`src/rtl/cp0_pkg.sv`:
```
// CP0 shared definitions: register addresses, exception codes, bit positions,
// reset values and a Status word packer.
package cp0_pkg;

    // Register addresses, encoded as {rd[4:0], sel[2:0]}
    localparam logic [7:0] CP0_ADDR_BADVADDR = 8'h40;   // 8/0
    localparam logic [7:0] CP0_ADDR_COUNT    = 8'h48;   // 9/0
    localparam logic [7:0] CP0_ADDR_COMPARE  = 8'h58;   // 11/0
    localparam logic [7:0] CP0_ADDR_STATUS   = 8'h60;   // 12/0
    localparam logic [7:0] CP0_ADDR_CAUSE    = 8'h68;   // 13/0
    localparam logic [7:0] CP0_ADDR_EPC      = 8'h70;   // 14/0
    localparam logic [7:0] CP0_ADDR_EBASE    = 8'h79;   // 15/1

    // ExcCode values
    localparam logic [4:0] EXC_INT  = 5'd0;
    localparam logic [4:0] EXC_ADEL = 5'd4;
    localparam logic [4:0] EXC_ADES = 5'd5;
    localparam logic [4:0] EXC_SYS  = 5'd8;
    localparam logic [4:0] EXC_BP   = 5'd9;
    localparam logic [4:0] EXC_RI   = 5'd10;
    localparam logic [4:0] EXC_OV   = 5'd12;

    // Status bit positions
    localparam int STATUS_IE     = 0;
    localparam int STATUS_EXL    = 1;
    localparam int STATUS_IM_LO  = 8;
    localparam int STATUS_BEV    = 22;

    // Cause bit positions
    localparam int CAUSE_EXC_LO  = 2;
    localparam int CAUSE_IP_LO   = 8;
    localparam int CAUSE_TI      = 30;
    localparam int CAUSE_BD      = 31;

    // Reset values and vectors
    localparam logic [31:0] STATUS_RESET      = 32'h0040_0000;
    localparam logic [31:0] EBASE_RESET       = 32'h8000_0000;
    localparam logic [31:0] EXC_VECTOR_BOOT   = 32'hBFC0_0380;
    localparam logic [31:0] EXC_VECTOR_OFFSET = 32'h0000_0180;

    // Assemble the architectural Status word from its implemented fields
    function automatic logic [31:0] status_word(input logic bev, input logic [7:0] im,
                                                input logic exl, input logic ie);
        logic [31:0] w;
        w = 32'd0;
        w[STATUS_BEV] = bev;
        w[STATUS_IM_LO +: 8] = im;
        w[STATUS_EXL] = exl;
        w[STATUS_IE] = ie;
        return w;
    endfunction

endpackage

```
`src/rtl/cp0_timer.sv`:
```
// CP0 timer: prescaler, Count, Compare and the sticky timer interrupt TI.
module cp0_timer #(
    parameter int COUNT_DIV = 2
) (
    input  logic        i_clk,
    input  logic        i_rst,
    input  logic        i_count_we,
    input  logic        i_compare_we,
    input  logic [31:0] i_write_data,
    output logic [31:0] o_count,
    output logic [31:0] o_compare,
    output logic        o_ti
);

    localparam int DIV_W = (COUNT_DIV > 1) ? $clog2(COUNT_DIV) : 1;

    logic [DIV_W-1:0] r_div;
    logic [31:0]      r_count;
    logic [31:0]      r_compare;
    logic             r_ti;
    logic             w_div_wrap;

    assign w_div_wrap = (r_div == DIV_W'(COUNT_DIV - 1));

    // Prescaler and Count; a software write reloads Count and restarts the prescaler
    always_ff @(posedge i_clk) begin
        if (i_rst) begin
            r_div   <= '0;
            r_count <= 32'd0;
        end else if (i_count_we) begin
            r_div   <= '0;
            r_count <= i_write_data;
        end else if (w_div_wrap) begin
            r_div   <= '0;
            r_count <= r_count + 32'd1;
        end else begin
            r_div   <= r_div + DIV_W'(1);
        end
    end

    // Compare register and sticky TI; writing Compare acknowledges the interrupt
    always_ff @(posedge i_clk) begin
        if (i_rst) begin
            r_compare <= 32'd0;
            r_ti      <= 1'b0;
        end else if (i_compare_we) begin
            r_compare <= i_write_data;
            r_ti      <= 1'b0;
        end else if (r_count == r_compare) begin
            r_ti      <= 1'b1;
        end
    end

    assign o_count   = r_count;
    assign o_compare = r_compare;
    assign o_ti      = r_ti;

endmodule

```
`src/rtl/cp0_regfile.sv`:
```
// MIPS32 CP0 register file: BadVAddr, Count, Compare, Status, Cause, EPC,
// precise exception entry, eret and interrupt request generation.
// Optional macro CP0_EBASE_EN adds EBase (15/1) and a writable Status.BEV.
module cp0_regfile import cp0_pkg::*; #(
    parameter int ADDR_W     = 8,
    parameter int HW_INT_NUM = 6,
    parameter int COUNT_DIV  = 2
) (
    input  logic                  i_clk,
    input  logic                  i_rst,
    input  logic [ADDR_W-1:0]     i_read_addr,
    output logic [31:0]           o_data_out,
    input  logic                  i_write_en,
    input  logic [ADDR_W-1:0]     i_write_addr,
    input  logic [31:0]           i_write_data,
    input  logic [HW_INT_NUM-1:0] i_interrupt,
    input  logic                  i_exc_valid,
    input  logic [4:0]            i_exc_code,
    input  logic [31:0]           i_exc_pc,
    input  logic                  i_exc_bd,
    input  logic [31:0]           i_exc_badvaddr,
    input  logic                  i_eret,
    output logic                  o_int_pending,
    output logic [31:0]           o_epc_out,
    output logic [31:0]           o_exc_vector,
    output logic [31:0]           o_status_out,
    output logic [31:0]           o_cause_out
);

    logic [31:0] r_badvaddr;
    logic [31:0] r_epc;
    logic [7:0]  r_im;
    logic        r_exl;
    logic        r_ie;
    logic        r_bd;
    logic [4:0]  r_exccode;
    logic [1:0]  r_ip_sw;
    logic [5:0]  r_ip_hw;
    logic        r_int_pending;

    logic [31:0] w_count;
    logic [31:0] w_compare;
    logic        w_ti;
    logic [7:0]  w_ip;
    logic        w_bev;
    logic [31:0] w_ebase;
    logic [31:0] w_status;
    logic [31:0] w_cause;
    logic [31:0] w_read_data;

    logic w_we_count, w_we_compare, w_we_status, w_we_cause, w_we_epc;

    assign w_we_count   = i_write_en && (i_write_addr == ADDR_W'(CP0_ADDR_COUNT));
    assign w_we_compare = i_write_en && (i_write_addr == ADDR_W'(CP0_ADDR_COMPARE));
    assign w_we_status  = i_write_en && (i_write_addr == ADDR_W'(CP0_ADDR_STATUS));
    assign w_we_cause   = i_write_en && (i_write_addr == ADDR_W'(CP0_ADDR_CAUSE));
    assign w_we_epc     = i_write_en && (i_write_addr == ADDR_W'(CP0_ADDR_EPC));

    cp0_timer #(.COUNT_DIV(COUNT_DIV)) u_timer (
        .i_clk        (i_clk),
        .i_rst        (i_rst),
        .i_count_we   (w_we_count),
        .i_compare_we (w_we_compare),
        .i_write_data (i_write_data),
        .o_count      (w_count),
        .o_compare    (w_compare),
        .o_ti         (w_ti)
    );

    // Hardware interrupt lines are registered every cycle; unused lines read 0
    always_ff @(posedge i_clk) begin
        if (i_rst) begin
            r_ip_hw <= 6'd0;
        end else begin
            r_ip_hw <= 6'(i_interrupt);
        end
    end

    // Status/Cause/EPC/BadVAddr update; exception beats eret beats mtc0 on shared fields
    always_ff @(posedge i_clk) begin
        if (i_rst) begin
            r_badvaddr <= 32'd0;
            r_epc      <= 32'd0;
            r_im       <= 8'd0;
            r_exl      <= 1'b0;
            r_ie       <= 1'b0;
            r_bd       <= 1'b0;
            r_exccode  <= 5'd0;
            r_ip_sw    <= 2'd0;
        end else begin
            if (i_exc_valid) begin
                r_exl <= 1'b1;
            end else if (i_eret) begin
                r_exl <= 1'b0;
            end else if (w_we_status) begin
                r_exl <= i_write_data[STATUS_EXL];
            end
            if (w_we_status) begin
                r_im <= i_write_data[STATUS_IM_LO +: 8];
                r_ie <= i_write_data[STATUS_IE];
            end
            if (w_we_cause) begin
                r_ip_sw <= i_write_data[CAUSE_IP_LO +: 2];
            end
            if (i_exc_valid) begin
                // A nested exception keeps the original return point
                if (!r_exl) begin
                    r_epc <= i_exc_bd ? (i_exc_pc - 32'd4) : i_exc_pc;
                    r_bd  <= i_exc_bd;
                end
                r_exccode <= i_exc_code;
                if ((i_exc_code == EXC_ADEL) || (i_exc_code == EXC_ADES)) begin
                    r_badvaddr <= i_exc_badvaddr;
                end
            end else if (w_we_epc) begin
                r_epc <= i_write_data;
            end
        end
    end

`ifdef CP0_EBASE_EN
    logic [17:0] r_ebase_hi;
    logic        r_bev;
    logic        w_we_ebase;

    assign w_we_ebase = i_write_en && (i_write_addr == ADDR_W'(CP0_ADDR_EBASE));

    // EBase base field and software-controlled BEV
    always_ff @(posedge i_clk) begin
        if (i_rst) begin
            r_ebase_hi <= EBASE_RESET[29:12];
            r_bev      <= 1'b1;
        end else begin
            if (w_we_ebase) begin
                r_ebase_hi <= i_write_data[29:12];
            end
            if (w_we_status) begin
                r_bev <= i_write_data[STATUS_BEV];
            end
        end
    end

    assign w_ebase      = {2'b10, r_ebase_hi, 12'd0};
    assign w_bev        = r_bev;
    assign o_exc_vector = w_bev ? EXC_VECTOR_BOOT : (w_ebase + EXC_VECTOR_OFFSET);
`else
    assign w_ebase      = 32'd0;
    assign w_bev        = 1'b1;
    assign o_exc_vector = EXC_VECTOR_BOOT;
`endif

    assign w_ip     = {r_ip_hw[5] | w_ti, r_ip_hw[4:0], r_ip_sw};
    assign w_status = status_word(w_bev, r_im, r_exl, r_ie);
    assign w_cause  = {r_bd, w_ti, 14'd0, w_ip, 1'b0, r_exccode, 2'd0};

    // Interrupt request is registered off the current Status/Cause state
    always_ff @(posedge i_clk) begin
        if (i_rst) begin
            r_int_pending <= 1'b0;
        end else begin
            r_int_pending <= r_ie & ~r_exl & (|(w_ip & r_im));
        end
    end

    // mfc0 read mux; unmapped addresses read zero
    always_comb begin
        w_read_data = 32'd0;
        case (i_read_addr)
            ADDR_W'(CP0_ADDR_BADVADDR): w_read_data = r_badvaddr;
            ADDR_W'(CP0_ADDR_COUNT):    w_read_data = w_count;
            ADDR_W'(CP0_ADDR_COMPARE):  w_read_data = w_compare;
            ADDR_W'(CP0_ADDR_STATUS):   w_read_data = w_status;
            ADDR_W'(CP0_ADDR_CAUSE):    w_read_data = w_cause;
            ADDR_W'(CP0_ADDR_EPC):      w_read_data = r_epc;
            ADDR_W'(CP0_ADDR_EBASE):    w_read_data = w_ebase;
            default:                    w_read_data = 32'd0;
        endcase
    end

    assign o_data_out    = w_read_data;
    assign o_int_pending = r_int_pending;
    assign o_epc_out     = r_epc;
    assign o_status_out  = w_status;
    assign o_cause_out   = w_cause;

endmodule
```
`config.mk`:
```
export PLATFORM = sky130hd
export DESIGN_NAME = cp0_regfile
export DESIGN_NICKNAME = d
export VERILOG_FILES = /design/src/rtl/cp0_pkg.sv /design/src/rtl/cp0_timer.sv /design/src/rtl/cp0_regfile.sv
export SDC_FILE = /design/constraint.sdc
export NUM_CORES = 1
export LEC_CHECK = 0
export CAP_MARGIN = 0
export CORE_AREA = 3 3 114 171
export DETAILED_ROUTE_END_ITERATION = 16
export DIE_AREA = 0 0 117 174
export PLACE_DENSITY = 0.85
export SYNTH_ARGS = -nofsm -noshare
export SYNTH_HDL_FRONTEND = slang
export SYNTH_SLANG_ARGS = --single-unit
export TNS_END_PERCENT = 50
```
`constraint.sdc`:
```
create_clock -name i_clk -period 3.9 [get_ports i_clk]
set_clock_uncertainty 0.2 [all_clocks]
set_input_delay 0.78 -clock i_clk [delete_from_list [all_inputs] [get_ports i_clk]]
set_output_delay 0.78 -clock i_clk [all_outputs]
set_load 0.005 [all_outputs]
```
==> flow_summary.json, run 1 <==
{
  "crit_chain": "clkdlybuf4s50_1, or3b_4, buf_4, o2bb2ai_2, a222oi_1, o21ai_1, clkdlybuf4s50_1",
  "synth_ff_type": "dfxtp_1",
  "wl_um": 34300,
  "drt_first_iter_violations": 1048,
  "cts_max_level": 4,
  "clock.fmax_mhz": 253,
  "final_nets": 1459,
  "worstMarginPinSlew_ps": 892,
  "reg2reg_slack_ps": 1380,
  "cts.sinks": 155,
  "synth_cell_type_count": 73,
  "fillers": 1427,
  "drc_errors": 0,
  "via_count": 9580,
  "setup_viol": 3,
  "r2r-start": "u_timer.o_count[3]",
  "status": "finished with violations",
  "worstPathRequired_ps": 2920,
  "hold_path_startpoint": "r_badvaddr[16]",
  "drt-wirelength-per-cell_um": 22.0,
  "via_per_inst": 6.14,
  "cp-start-kind": "primary input",
  "static-leakage-power_nw": 4.56,
  "gp_congestion": 1.02,
  "cts_root_buf": "clkbuf_16",
  "setup_ws_ps": -51.3,
  "p_seq_share_pct": 42.4,
  "seq_area_frac_synth_pct": 33.8,
  "cp-end-kind": "primary output",
  "synth_top_area_share_pct": 33.8,
  "drive_gt1_share_pct": 8.51,
  "rsz0062_at_grt": "yes",
  "synth_warnings": 0,
  "start_util_pct": 50.9,
  "grtUsageTotal_pct": 32.9,
  "syn_inst": 1157,
  "drt-pass1-iter-count": 7,
  "min_path_type": "register to register",
  "cts_tree": "built",
  "holdPathStages": 2,
  "cellPowerDensity_nw_per_um2": 331,
  "num_rows": 60,
  "period_minus_slack_ps": 3950,
  "crit_path_frequent_cell": "clkdlybuf4s50_1",
  "relSlewSlack_pct": 40.0,
  "cp_max_fo": 8,
  "p_int_mw": 2.96,
  "synth_edf_count": 0,
  "overflow": 0,
  "maxCapViolCount": 0,
  "hpwl_um": 25500,
  "synth_common_cells": "nand2_1, dfxtp_1, a21oi_1, buf_4, nor2_1",
  "whs_ps": 264,
  "clkPwrFrac_pct": 44.7,
  "grt_pass1_vias": 9325,
  "ys_ff_latch": 155,
  "syn_area_um2": 9170,
  "yosysMostFrequentCell": "nand2_1",
  "ant_nets": 0,
  "synthTopCellsByArea": "dfxtp_1, nand2_1, buf_4, xnor2_1, a21oi_1",
  "core_area_um2": 18000,
  "postCtsHoldBufs": 0,
  "ir_worst_vdd_mv": 0.258,
  "clk-insertion-delay-late_ps": 430,
  "grt_max_degree": 147,
  "switching_power_mw": 1.03,
  "path_class": "primary input to primary output",
  "num_io_pins": 290,
  "die_area_um2": 20400,
  "cts_setup_buffers": 0,
  "cts_made_buffers": 17,
  "synthArstFlopShare_pct": 0,
  "synth_top_area_cell": "dfxtp_1",
  "p_total_mw": 3.99,
  "max_stage_delay_ps": 540,
  "slew_violations": 0,
  "hold_end": "r_badvaddr[16]",
  "clk_pin_slew_ps": 60,
  "syn_to_final_growth_pct": 31.6,
  "synth_area_per_cell_um2": 7.93,
  "finalCritPeriodShare_pct": 101,
  "grt_pass1_wl_um": 51600,
  "die_y_um": 174,
  "clockBufferDepth": 2,
  "timing.rr.end": "u_timer.o_count[30]",
  "cp_slowest_cell": "clkdlybuf4s50_1",
  "violations": "negative setup slack",
  "p_comb_share_pct": 12.9,
  "rr_worst_depth": 5,
  "hold_viol_final": 0,
  "antenna_found_initial": 2,
  "port_buffers": 218,
  "fp.dieW_um": 117,
  "switching_share_pct": 25.8,
  "cp_data_arrival_time_ps": 2970
}
-- worst max path at each step --
stage                        start        endpoint  depth (start not counted)
floorplan           i_read_addr[7]  o_data_out[15]                          7
global placement    i_read_addr[6]  o_data_out[12]                          7
detailed placement  i_read_addr[6]  o_data_out[10]                          7
CTS                 i_read_addr[6]  o_data_out[10]                          7
global route        i_read_addr[6]  o_data_out[29]                          8
finish              i_read_addr[6]  o_data_out[12]                          7
-- cell families (layout without fill, tap and decap cells) --
kind of cell             after synthesis  in the layout  synth area share [%]
XOR/XNOR                              83             83                  7.93
flip-flops                           155            155                  33.8
adder cells (fa/ha/maj)                2              2                 0.273
multiplexers                          45             45                  4.97
AND/OR/NAND/NOR                      423            423                  22.8
buffers and inverters                184            298                  11.0
other                                  2             73                0.0819
AO/OA/AOI/OAI                        263            263                  19.1
-- power groups by stage --
stage	Clock [mW]	Combinational (mW)	Sequential (mW)
2_1_floorplan	0	0.257	1.69
3_3_place_gp	0	0.489	1.72
3_5_place_dp	0	0.496	1.72
4_1_cts	1.78	0.505	1.69
5_1_grt	1.84	0.550	1.69
6_report	1.78	0.516	1.69
-- layout make-up --
class	instances	area [um2]	area share, %
multi-input cells	887	5450	45.2
flip-flops and latches	155	3100	25.7
repair buffers	253	2560	21.2
clock buffers	18	429	3.56
well taps	217	272	2.25
clock inverters	13	193	1.60
inverters	14	52.6	0.436
diodes	2	5.00	0.0415
-- cell usage in the layout, fill, tap and decap left out, types with 4 or more instances in the layout --
cell | synthesis | layout
a211oi_1 | 30 | 30
a21oi_1 | 88 | 88
a221oi_1 | 12 | 12
a222oi_1 | 9 | 9
a22oi_1 | 33 | 33
a31oi_1 | 11 | 11
and3_1 | 10 | 9
and4_1 | 8 | 8
buf_12 | 0 | 5
buf_4 | 81 | 28
bufinv_16 | 0 | 4
clkbuf_16 | 0 | 17
clkdlybuf4s50_1 | 0 | 193
clkinvlp_4 | 0 | 5
conb_1 | 2 | 71
dfxtp_1 | 155 | 155
dlymetal6s2s_1 | 0 | 21
inv_1 | 14 | 14
mux2_2 | 4 | 4
mux2i_1 | 41 | 41
nand2_1 | 192 | 192
nand3_1 | 15 | 15
nand4_1 | 29 | 29
nor2_1 | 77 | 76
nor2b_1 | 9 | 9
nor3_1 | 23 | 20
nor4_1 | 11 | 11
nor4_2 | 4 | 4
nor4b_1 | 5 | 4
o21ai_0 | 33 | 15
o21ai_1 | 4 | 22
o221ai_1 | 10 | 9
o2bb2ai_2 | 0 | 7
or3_1 | 5 | 4
xnor2_1 | 53 | 53
xor2_1 | 30 | 30
-- metrics by stage --
step | TNS [ps] | worst slack (ps) | area [um2] | instances | util (%)
floorplan | 0 | 680 | 9430 | 1226 | -
global placement | -4310 | -218 | 11300 | 1526 | 62.6
global route | -642 | -90.2 | 12100 | 1559 | 67.0
detailed placement | -5380 | -225 | 11300 | 1526 | 62.6
finish | -130 | -51.3 | 12100 | 1559 | 67.0
CTS | 0 | 5.43 | 12000 | 1557 | 66.4
-- repair_timing --
item,in CTS,in global routing
pin swaps,1,1
gates resized for setup,29,34
endpoints found under the setup margin,31,30
hold endpoints to repair,0,0
-- registers in the layout, indices dropped and copies added, names as in the netlist --
name and flops:
o_epc_out 32, o_int_pending 1, r_badvaddr 32, r_bd 1, r_exccode 5, r_exl 1, r_ie 1, r_im 8
r_ip_hw 6, r_ip_sw 2, u_timer.o_compare 32, u_timer.o_count 32, u_timer.o_ti 1, u_timer.r_div 1
-- per-layer routing --
layer | wire [um] | global-route usage (%) | part of all wire, %
met4 | 2730 | 22.3 | 8.0
met2 | 16600 | 54.0 | 48
met3 | 2890 | 5.85 | 8.4
met1 | 12100 | 38.1 | 35
met5 | 0 | 0 | 0
-- worst max-delay path, delay by kind of cell --
kind / cells / cell delay (ps)
buf+inv: 3 / 1230
compound gates: 3 / 530
simple gates: 1 / 430
Power figures use the tool's default switching activity.
==> inputs of run 2 (changes only) <==
--- a/config.mk
+++ b/config.mk
@@ -6,10 +6,10 @@
 export NUM_CORES = 1
 export LEC_CHECK = 0
 export CAP_MARGIN = 0
-export CORE_AREA = 3 3 114 171
+export CORE_AREA = 3 3 161 241
 export DETAILED_ROUTE_END_ITERATION = 16
-export DIE_AREA = 0 0 117 174
-export PLACE_DENSITY = 0.85
+export DIE_AREA = 0 0 164 244
+export SETUP_SLACK_MARGIN = 0.4
 export SYNTH_ARGS = -nofsm -noshare
 export SYNTH_HDL_FRONTEND = slang
 export SYNTH_SLANG_ARGS = --single-unit
==> constraint.sdc (replaced) <==
create_clock -name i_clk -period 4.4 [get_ports i_clk]
set_clock_uncertainty 0.2 [all_clocks]
set_input_delay 0.88 -clock i_clk [delete_from_list [all_inputs] [get_ports i_clk]]
set_output_delay 0.88 -clock i_clk [all_outputs]
set_load 0.005 [all_outputs]
==> run 2 against run 1 <==
Utilization down 34 points. Largest cell class unchanged. Worst setup slack gained 240 ps. The run now ends clean. Critical path type unchanged. Sequential share of layout area shrank 0.46 points. Global-route usage is 13 points lower. Sequential cell count did not move. Sequential power shrank 11%. Largest power group is now sequential cells. Clock power decreased by 19%. Register-to-register slack gained 390 ps. Total power is 15% lower. Critical path depth increased by 2.
==> flow_summary.json, run 2 (synthesis results as in run 1) <==
{
  "grt_pass1_vias": 8895,
  "cts.sinks": 155,
  "whs_ps": 263,
  "min_path_type": "register to register",
  "syn_to_final_growth_pct": 33.9,
  "clk_pin_slew_ps": 60,
  "p_total_mw": 3.41,
  "cellPowerDensity_nw_per_um2": 278,
  "top_usage_layer": "met2",
  "grtUsageTotal_pct": 19.5,
  "finalCritPeriodShare_pct": 95.7,
  "rsz0062_at_grt": "yes",
  "global_route.usage.met2_pct": 34.5,
  "grt_max_degree": 65,
  "place_area_um2": 11600,
  "mostFrequentLayoutCells": "clkdlybuf4s50_1, nand2_1, dfxtp_1, a21oi_1, nor2_1",
  "seqCellArea_um2": 3100,
  "start_util_pct": 24.8,
  "clk-insertion-delay-late_ps": 460,
  "drive_gt1_share_pct": 8.46,
  "die_y_um": 244,
  "cts_root_buf": "clkbuf_16",
  "drt_first_iter_violations": 832,
  "cp_slowest_cell": "clkdlybuf4s50_1",
  "num_io_pins": 290,
  "crit_chain": "clkdlybuf4s50_1, nand3b_1, or2_4, nor3_4, buf_6, buf_4, nand2_1, o21ai_0, clkdlybuf4s50_1",
  "dp.cells": 1797,
  "final_area_um2": 12300,
  "overflow": 0,
  "worstMarginPinSlew_ps": 958,
  "drt-wirelength-per-cell_um": 21.7,
  "fp.dieW_um": 164,
  "cts_tree": "built",
  "ant_nets": 0,
  "max_stage_delay_ps": 560,
  "clockBufferDepth": 2,
  "cp_data_arrival_time_ps": 3130,
  "multi_input_area_um2": 5380,
  "cp-start-kind": "primary input",
  "final_nets": 1466,
  "fillers": 3895,
  "cts_made_buffers": 17,
  "hpwl_um": 31500,
  "met1_usage_pct": 21.3,
  "die_area_um2": 40000,
  "crit_path_frequent_cell": "clkdlybuf4s50_1",
  "path_class": "primary input to primary output",
  "grt_pass1_wl_um": 57600,
  "wl_um": 39700,
  "via_per_inst": 5.03,
  "status": "completed",
  "post-route-util_pct": 33.3,
  "maxCapViolCount": 0,
  "clock.fmax_mhz": 238,
  "grt.met3_usage_pct": 4.27,
  "core_area_um2": 36900,
  "via_count": 9218,
  "antenna_found_initial": 1,
  "cts_max_level": 4,
  "gp_congestion": 0.898,
  "static-leakage-power_nw": 4.31,
  "ir_worst_vdd_mv": 0.291,
  "setup_viol": 0,
  "drt-pass1-iter-count": 8,
  "period_minus_slack_ps": 4210,
  "port_buffers": 218,
  "relSlewSlack_pct": 35.6,
  "num_rows": 86,
  "fin_cells": 1833,
  "layout_commonest_cell": "clkdlybuf4s50_1",
  "drc_errors": 0,
  "cp-end-kind": "primary output",
  "hold_viol_final": 0,
  "slew_violations": 0,
  "worstPathRequired_ps": 3320,
  "postCtsHoldBufs": 0,
  "cp_max_fo": 7
}
run 2: changes by cell type in the layout (fill, tap and decap cells not counted), moves of 3 or more:
cell / previous run / this run
dlymetal6s2s_1: 21 / 5
o21ai_0: 15 / 28
o21ai_1: 22 / 9
clkdlybuf4s50_1: 193 / 201
dlygate4sd2_1: 2 / 10
o2bb2ai_1: 1 / 9
o2bb2ai_2: 7 / 0
buf_4: 28 / 34
bufinv_16: 4 / 1
clkinv_4: 2 / 5
run 2: path summary, 6_finish.rpt:
| kind | startpoint | to | slack (ps) | depth (start not counted) |
|---|---|---|---|---|
| setup / recovery | i_read_addr[7] | o_data_out[8] | 190 | 9 |
| hold / removal | r_badvaddr[5] | r_badvaddr[5] | 260 | 2 |
| setup reg to reg | u_timer.o_count[11] | u_timer.o_count[30] | 1770 | 5 |
| hold reg to reg | r_badvaddr[5] | r_badvaddr[5] | 260 | 2 |
run 2: metrics by stage:
step | worst slack, ps | setup TNS (ps)
after floorplan | 980 | 0
after global placement | -31.4 | -60.1
after detailed placement | -51.7 | -155
after CTS | 192 | 0
after global routing | 77.6 | 0
final | 191 | 0
run 2: area by class of cell:
| type | instances | area share, % |
|---|---|---|
| Multi-Input combinational cell | 887 | 43.8 |
| Sequential cell | 155 | 25.3 |
| Timing Repair Buffer | 260 | 20.9 |
| Tap cell | 484 | 4.93 |
| Clock buffer | 17 | 3.46 |
| Clock inverter | 15 | 1.17 |
| Inverter | 14 | 0.428 |
| Antenna cell | 1 | 0.0204 |
run 2: routing by layer:
layer | vias up | routed length (um)
met5 | - | 0
met4 | 0 | 2090
met3 | 88 | 2670
met2 | 412 | 20300
met1 | 4380 | 14600
li1 | 4338 | -
run 2: what timing repair did:
action / 4_1_cts / 5_1_grt
pin swaps: 2 / 0
endpoints found under the setup margin: 32 / 26
gates cloned: 1 / 0
gates resized for setup: 25 / 9
buffers inserted: 1 / 1
run 2: worst max-delay path, delay by kind of cell:
| kind | cells | cell delay (ps) |
|---|---|---|
| buffers and inverters | 4 | 1290 |
| and+or+nand+nor | 4 | 840 |
| AOI/OAI and AO/OA | 1 | 100 |
run 2: where the power goes:
part           switching, mW  internal, mW
Combinational          0.230         0.232
Clock                  0.663         0.787
Sequential            0.0568          1.44
Total                  0.950          2.46
